### config.mk
export PLATFORM = sky130hd
export DESIGN_NAME = sync_fifo_param
export DESIGN_NICKNAME = d
export VERILOG_FILES = /design/src/rtl/sync_fifo_param_pkg.sv /design/src/rtl/sync_fifo_param_mem.sv /design/src/rtl/sync_fifo_param.sv
export SDC_FILE = /design/constraint.sdc
export NUM_CORES = 1
export LEC_CHECK = 0
export CAP_MARGIN = 20
export CORE_ASPECT_RATIO = 0.6
export CORE_MARGIN = 3
export CORE_UTILIZATION = 40
export DETAILED_ROUTE_END_ITERATION = 8
export GPL_TIMING_DRIVEN = 0
export HOLD_SLACK_MARGIN = 0.02
export PLACE_DENSITY = 0.57
export SLEW_MARGIN = 20
export SYNTH_ARGS = -nofsm -noshare
export SYNTH_HDL_FRONTEND = slang
export SYNTH_SLANG_ARGS = --single-unit
### constraint.sdc
create_clock -name clk -period 3.4 [get_ports clk]
set_clock_uncertainty 0.1 [all_clocks]
set_input_delay 0.68 -clock clk [delete_from_list [all_inputs] [get_ports clk]]
set_output_delay 0.68 -clock clk [all_outputs]
set_load 0.005 [all_outputs]
### src/rtl/sync_fifo_param_pkg.sv
// ---------------------------------------------------------------------------
// sync_fifo_param_pkg : shared P2 buffer defaults and parameter helpers
// Revision: 1.0
// ---------------------------------------------------------------------------
`default_nettype none

package sync_fifo_param_pkg;

  // Default word width and depth shared by the SA buffers and their benches
  localparam int P2_WIDTH   = 8;
  localparam int FIFO_DEPTH = 8;

  function automatic bit is_pow2(input int value);
    return (value > 0) && ((value & (value - 1)) == 0);
  endfunction

endpackage

`default_nettype wire

### src/rtl/sync_fifo_param_mem.sv
// ---------------------------------------------------------------------------
// fifo_mem : DEPTH x WIDTH register array, synchronous write, async read
// Revision: 1.0
// ---------------------------------------------------------------------------
`default_nettype none

module fifo_mem #(
  parameter int WIDTH  = 8,
  parameter int DEPTH  = 8,
  parameter int ADDR_W = $clog2(DEPTH)
) (
  input  logic              clk,
  input  logic              wr_en,
  input  logic [ADDR_W-1:0] wr_addr,
  input  logic [WIDTH-1:0]  wr_data,
  input  logic [ADDR_W-1:0] rd_addr,
  output logic [WIDTH-1:0]  rd_data
);

  // Storage is deliberately left out of reset so a macro can be dropped in
  logic [WIDTH-1:0] r_mem [DEPTH];

  always_ff @(posedge clk) begin
    if (wr_en) begin
      r_mem[wr_addr] <= wr_data;
    end
  end

  assign rd_data = r_mem[rd_addr];

endmodule

`default_nettype wire

### src/rtl/sync_fifo_param.sv
// ---------------------------------------------------------------------------
// sync_fifo_param : single-clock FIFO with count, almost flags, sticky errors
// Revision: 1.0
// ---------------------------------------------------------------------------
`default_nettype none

module sync_fifo_param
  import sync_fifo_param_pkg::*;
#(
  parameter int WIDTH    = P2_WIDTH,
  parameter int DEPTH    = FIFO_DEPTH,
  parameter int AF_LEVEL = DEPTH - 2,
  parameter int AE_LEVEL = 2,
  parameter int ADDR_W   = $clog2(DEPTH)
) (
  input  logic              clk,
  input  logic              rst,
  input  logic              en_read,
  input  logic              en_write,
  input  logic [WIDTH-1:0]  data_in,
  input  logic              clr_err,
  output logic [WIDTH-1:0]  data_out,
  output logic              is_full,
  output logic              is_empty,
  output logic              almost_full,
  output logic              almost_empty,
  output logic [ADDR_W:0]   count,
  output logic              overflow,
  output logic              underflow
);

  localparam logic [ADDR_W:0] C_DEPTH = (ADDR_W + 1)'(DEPTH);
  localparam logic [ADDR_W:0] C_AF    = (ADDR_W + 1)'(AF_LEVEL);
  localparam logic [ADDR_W:0] C_AE    = (ADDR_W + 1)'(AE_LEVEL);
  localparam logic [ADDR_W:0] C_ONE   = (ADDR_W + 1)'(1);

  if (!is_pow2(DEPTH) || DEPTH < 2) begin : g_bad_depth
    $error("sync_fifo_param: DEPTH must be a power of two and at least 2");
  end

  logic [ADDR_W-1:0] r_wptr;
  logic [ADDR_W-1:0] r_rptr;
  logic [ADDR_W:0]   r_count;
  logic [WIDTH-1:0]  r_data_out;
  logic              r_overflow;
  logic              r_underflow;
  logic [WIDTH-1:0]  w_rd_data;
  logic              w_wr_ok;
  logic              w_rd_ok;
  logic              w_full;
  logic              w_empty;

  assign w_full  = (r_count == C_DEPTH);
  assign w_empty = (r_count == '0);

  // A full FIFO still takes a push when a pop frees the slot on the same edge
  assign w_wr_ok = en_write & (~w_full | en_read);
  assign w_rd_ok = en_read & ~w_empty;

  fifo_mem #(
    .WIDTH  (WIDTH),
    .DEPTH  (DEPTH),
    .ADDR_W (ADDR_W)
  ) u_mem (
    .clk     (clk),
    .wr_en   (w_wr_ok),
    .wr_addr (r_wptr),
    .wr_data (data_in),
    .rd_addr (r_rptr),
    .rd_data (w_rd_data)
  );

  always_ff @(posedge clk or posedge rst) begin
    if (rst) begin
      r_wptr      <= '0;
      r_rptr      <= '0;
      r_count     <= '0;
      r_data_out  <= '0;
      r_overflow  <= 1'b0;
      r_underflow <= 1'b0;
    end else begin
      if (w_wr_ok) begin
        r_wptr <= r_wptr + ADDR_W'(1);
      end
      if (w_rd_ok) begin
        r_rptr     <= r_rptr + ADDR_W'(1);
        r_data_out <= w_rd_data;
      end

      case ({w_wr_ok, w_rd_ok})
        2'b10:   r_count <= r_count + C_ONE;
        2'b01:   r_count <= r_count - C_ONE;
        default: r_count <= r_count;
      endcase

      // A new error on the same edge as clr_err keeps the flag set
      if (en_write & w_full & ~en_read) begin
        r_overflow <= 1'b1;
      end else if (clr_err) begin
        r_overflow <= 1'b0;
      end

      if (en_read & w_empty) begin
        r_underflow <= 1'b1;
      end else if (clr_err) begin
        r_underflow <= 1'b0;
      end
    end
  end

  assign data_out     = r_data_out;
  assign count        = r_count;
  assign is_full      = w_full;
  assign is_empty     = w_empty;
  assign almost_full  = (r_count >= C_AF);
  assign almost_empty = (r_count <= C_AE);
  assign overflow     = r_overflow;
  assign underflow    = r_underflow;

endmodule

`default_nettype wire

* Word-level counts from Yosys, hierarchy flattened
Memories as Yosys holds them, arrays and structs flattened. A register that Yosys moved wholly into a read port is not among the register bits.
Cells that the tools add are included.
** Storage, ports and cells
- Flip-flop bits (word level) :: 12
- RAM bits :: 64
- Memories :: 1
- Bits of input ports :: 13
** Memory list
- u_mem.r_mem :: words 8, width 8, read ports 1, clocked after memory_dff 1, write ports 1, RTL line sync_fifo_param_mem.sv:21 : logic [WIDTH-1:0] r_mem [DEPTH];
** Operators by class
- Add/subtract/negate cells :: 4
- Reduce and logical (&&, ||, !) cells :: 4
- Bitwise gates (word level) :: 9
- Equality and inequality tests :: 3
- Order comparisons :: 2
- Muxes and demuxes :: 6
** Operator list (count)
- case mux 4 bit (2 select lines) :: 1
- adder 3 x 1 -> 3 bit (second input constant) :: 2
- nonzero test 2 bit :: 3
- bitwise AND 1 bit :: 5
- two-way mux 1 bit :: 5
- adder 4 x 1 -> 4 bit (second input constant) :: 1
- equality test 4 bit (second input constant) :: 1
- >= comparator 4 x 3 -> 1 bit (second input constant) :: 1
- less-or-equal comparator 4 x 2 -> 1 bit (second input constant) :: 1
- zero test 4 bit :: 1
- subtractor 4 x 1 -> 4 bit (second input constant) :: 1
- NOT 1 bit :: 3
- equality test 2 x 1 -> 1 bit (second input constant) :: 1
- equality test 2 bit (second input constant) :: 1
- bitwise OR 1 bit :: 1

* Depth between registers and ports, before layout
- Depth after elaboration :: 6
- Mapped depth :: 12
- Mapped depth without buffers :: 10

* Hierarchy
Synthesis repeated with hierarchy kept, for this count alone.
** Unflattened totals
- Cells, all modules :: 189
- Area total of the unflattened synthesis :: 3542.1 µm²
** By module, submodules not included
- fifo_mem :: cells each 106, seq. area each 1921.8 µm², instances 1, area an instance 2531.2 µm²
- sync_fifo_param :: cells each 83, seq. area each 500.5 µm², instances 1, area an instance 1011.0 µm²

* Least setup slack after synthesis
OpenSTA, ideal clock, no wires.
- Kind :: register to register
- From :: register r_count[1] (netlist: count[1])
- To :: register r_count[2] (netlist: count[2])
- Path slack :: 0.883 ns
- Arrival time :: 2.286 ns
- Library setup time :: 0.131 ns
- Data required time :: 3.169 ns
- Clock period less this slack :: 2.517 ns
- Cell stages (with the launch flop) :: 12
- Path through :: dfrtp_1 -> buf_6 -> or4b_4 -> o21a_4 -> inv_6 -> ha_1 -> xor2_1 -> ha_1 -> a21oi_1 -> xor2_1 -> nor2_1 -> xor2_1
** Between the ends
- Word-level cells in the longest chain between the ends :: 6
- Elaborated cells on any way between the ends :: 13
- Classes of those cells :: add/sub: 2; eq/ne: 3; mux: 1; bitwise: 5; reduce/logical: 2
** RTL lines
- start: declaration :: RTL line sync_fifo_param.sv:43 : logic [ADDR_W:0] r_count;
- start signal: assignment :: RTL line sync_fifo_param.sv:91 : 2'b10: r_count <= r_count + C_ONE;
- start signal: assignment :: RTL line sync_fifo_param.sv:92 : 2'b01: r_count <= r_count - C_ONE;
- start signal: assignment :: RTL line sync_fifo_param.sv:93 : default: r_count <= r_count;
- equality test 4 bit :: RTL line sync_fifo_param.sv:53 : assign w_full = (r_count == C_DEPTH);
- NOT 1 bit :: RTL line sync_fifo_param.sv:57 : assign w_wr_ok = en_write & (~w_full | en_read);
- bitwise OR 1 bit :: RTL line sync_fifo_param.sv:57
- bitwise AND 1 bit :: RTL line sync_fifo_param.sv:57
- equality test 2 x 1 -> 1 bit or equality test 2 bit (tied branches) :: RTL line sync_fifo_param.sv:90 : case ({w_wr_ok, w_rd_ok})
- case mux 4 bit (2 select lines) or nonzero test 2 bit (tied branches)
Several ways; a longest one is shown, not always the timed one.
A chain may end at the register's enable or synchronous reset.

* Worst setup path in the final report
- From :: register r_count[0] (netlist: count[0])
- To :: output port is_full
** Between the ends
- Word-level cells in the longest chain between the ends :: 1
** RTL lines
- equality test 4 bit :: RTL line sync_fifo_param.sv:53
- end: declaration :: RTL line sync_fifo_param.sv:23 : output logic is_full,
No other way between the ends.

==> out/results.tsv <==
metric	value	unit
place_worst_setup_slack	0.5094	ns
rows	25	
cts_tree	done	
synth_flop_cell	edfxtp_1	
routedWlPerCell	17.78	um
cts_setup_buffers	0	
critPathRequiredTime	2.62	ns
first_pass_iters	4	
fillers	682	
dp_hpwl	4693	um
ys_warn_count	0	
leakagePower	0.001544	uW
syn-num-nets	239	
final_area	4238	um^2
cts.sinks	84	
clk_pin_slew	0.06	ns
cts_resized	0	
endpoint_kind	primary output	
drc	0	
insertion_delay	0.33	ns
p_per_area	871.9	nW/um^2
syn-cell-area	3465	um^2
worst_pin_slew	0.8854	ns
rsz0062_at_grt	no	
wl	6685	um
crit_type	flop to primary output	
io_pins	31	
fmax	365.4	MHz
dr_total_vias	1903	
die_h	78.09	um
dieArea	9851	um^2
use_met2	19.78	%
grt_util_met3	5.982	%
synth_area_per_cell	15.68	um^2
antenna_found_initial	0	
die_w	126.2	um
setup_violations	0	
grt_max_degree	21	
gp_congestion	0.7370	
period_needed	2.736	ns
use_met1	22.04	%
r2r_slack	0.70	ns
cts_hold_buf	0	
synth_edf_count	64	
drive_gt1_share	18.66	%
period_share	80.48	%
ant_nets	0	
gr-usage-all-layers	14.88	%
maxCapViolCount	0	
synth_cells	221	
dpl_cell_area	3931	um^2
final_nets	281	
critical_path_peak_fanout	8	
grt_pass1_vias	1907	
async_flop_share	23.81	%
grt_pass1_wl	10610	um
ff2ff_path_depth	10	
vdd_drop_max	0.0003272	V
syn2layout_area_growth	22.32	%
routed_via_density	5.061	
core_area	8133	um^2
io_buffers	30	
grt_overflow	0	
top_usage_layer	met1	
status	finished clean	
layout_setup_ws	0.6636	ns
hp-class	flop to flop	
start_util	42.60	%
cts_buffers	9	
dr.first_iter.drc_count	154	
seq_area_frac_synth	69.92	%
cts.htree.levels	3	
cp.arrival	1.96	ns
start_kind	flop	
cts_buffer_depth	2	
hold_depth	2	
mostFrequentLayoutCell	edfxtp_1	
clock-root-buffer	clkbuf_16	
layout.cells.most_common_list	edfxtp_1 (64), clkdlybuf4s50_1 (30), dfrtp_1 (20)	
final_hold_viol_count	0	
ys_seq_elements	84	
diodes	0	
yosysUniqueCellTypes	34	
relSlewSlack	40.75	%
drv_slew	0	
-- registers in the layout (all words and copies together) (netlist names) --
signal	flops
overflow	1
r_wptr	3
data_out	8
count	4
underflow	1
r_rptr	3
u_mem.r_mem	64
-- per-layer routing --
metal / wire length [um] / part of all wire, % / vias up
met5: 0 / 0 / -
met4: 68 / 1.0 / 0
met3: 428 / 6.4 / 10
met2: 2700 / 40 / 42
met1: 3488 / 52 / 933
li1: - / - / 918
-- synthesized netlist by cell type, drive strengths merged (2+ instances only) --
cell	instances	area [um^2]
xnor2	6	52.55
nor2	6	22.52
mux2i	16	160.2
o21ai	11	55.05
xor2	3	26.28
a221o	8	80.08
mux2	17	191.4
o22ai	8	50.05
dfrtp	20	500.5
ha	5	62.56
nor3	4	20.02
nor4	2	18.77
nand2	21	83.83
buf	9	75.07
inv	7	31.28
nand2b	5	31.28
edfxtp	64	1922
-- power breakdown --
part	total [uW]	internal (uW)	leakage (uW)	switching [uW]
Combinational	1200	621	0.000570	580
Sequential	1500	1340	0.000823	156
Clock	993	632	0.000152	361
-- through the flow --
stage	power [uW]	std cells	hold WS, ns	utilization, %	setup TNS, ns
finish	3695	376	0.3852	52.11	0
global route	3923	376	0.4245	52.11	0
CTS	3749	376	0.3923	52.11	0
detailed placement	2738	360	0.3793	48.34	0
global placement	2703	359	0.3687	47.95	-0.6368
floorplan	2257	221	0.3767	-	0
-- kinds of logic after synthesis --
family / share of synthesized area, %
multiplexers: 10.15
AND/OR/NAND/NOR: 6.140
XOR/XNOR: 2.275
adder cells (fa/ha/maj): 1.806
AO/OA/AOI/OAI: 6.645
flip-flops: 69.92
buffers and inverters: 3.070
-- worst max-delay path, stage by stage, from the launching register on --
cell and delay (ns):
dfrtp_1 0.47, or4b_4 0.59, inv_1 0.07, clkdlybuf4s50_1 0.49
-- final timing paths --
kind | start | end
max in group asynchronous | rst | r_wptr[1]
max reg2reg | count[0] | count[2]
min | data_out[2] | data_out[2]
max | count[0] | is_full
min reg2reg | data_out[2] | data_out[2]
min in group asynchronous | rst | data_out[4]
-- final cells by class --
cell class                      instances  area (um^2)  area share, %
Sequential cell                        84         2422          57.16
Multi-Input combinational cell        121        962.2          22.70
Timing Repair Buffer                   31        305.3          7.204
Clock buffer                            9        225.2          5.314
Tap cell                              108        135.1          3.189
Clock inverter                          7        81.33          1.919
Buffer                                  9        75.07          1.771
Inverter                                7        31.28         0.7381
Note: power is estimated with default switching activity, not from simulation.
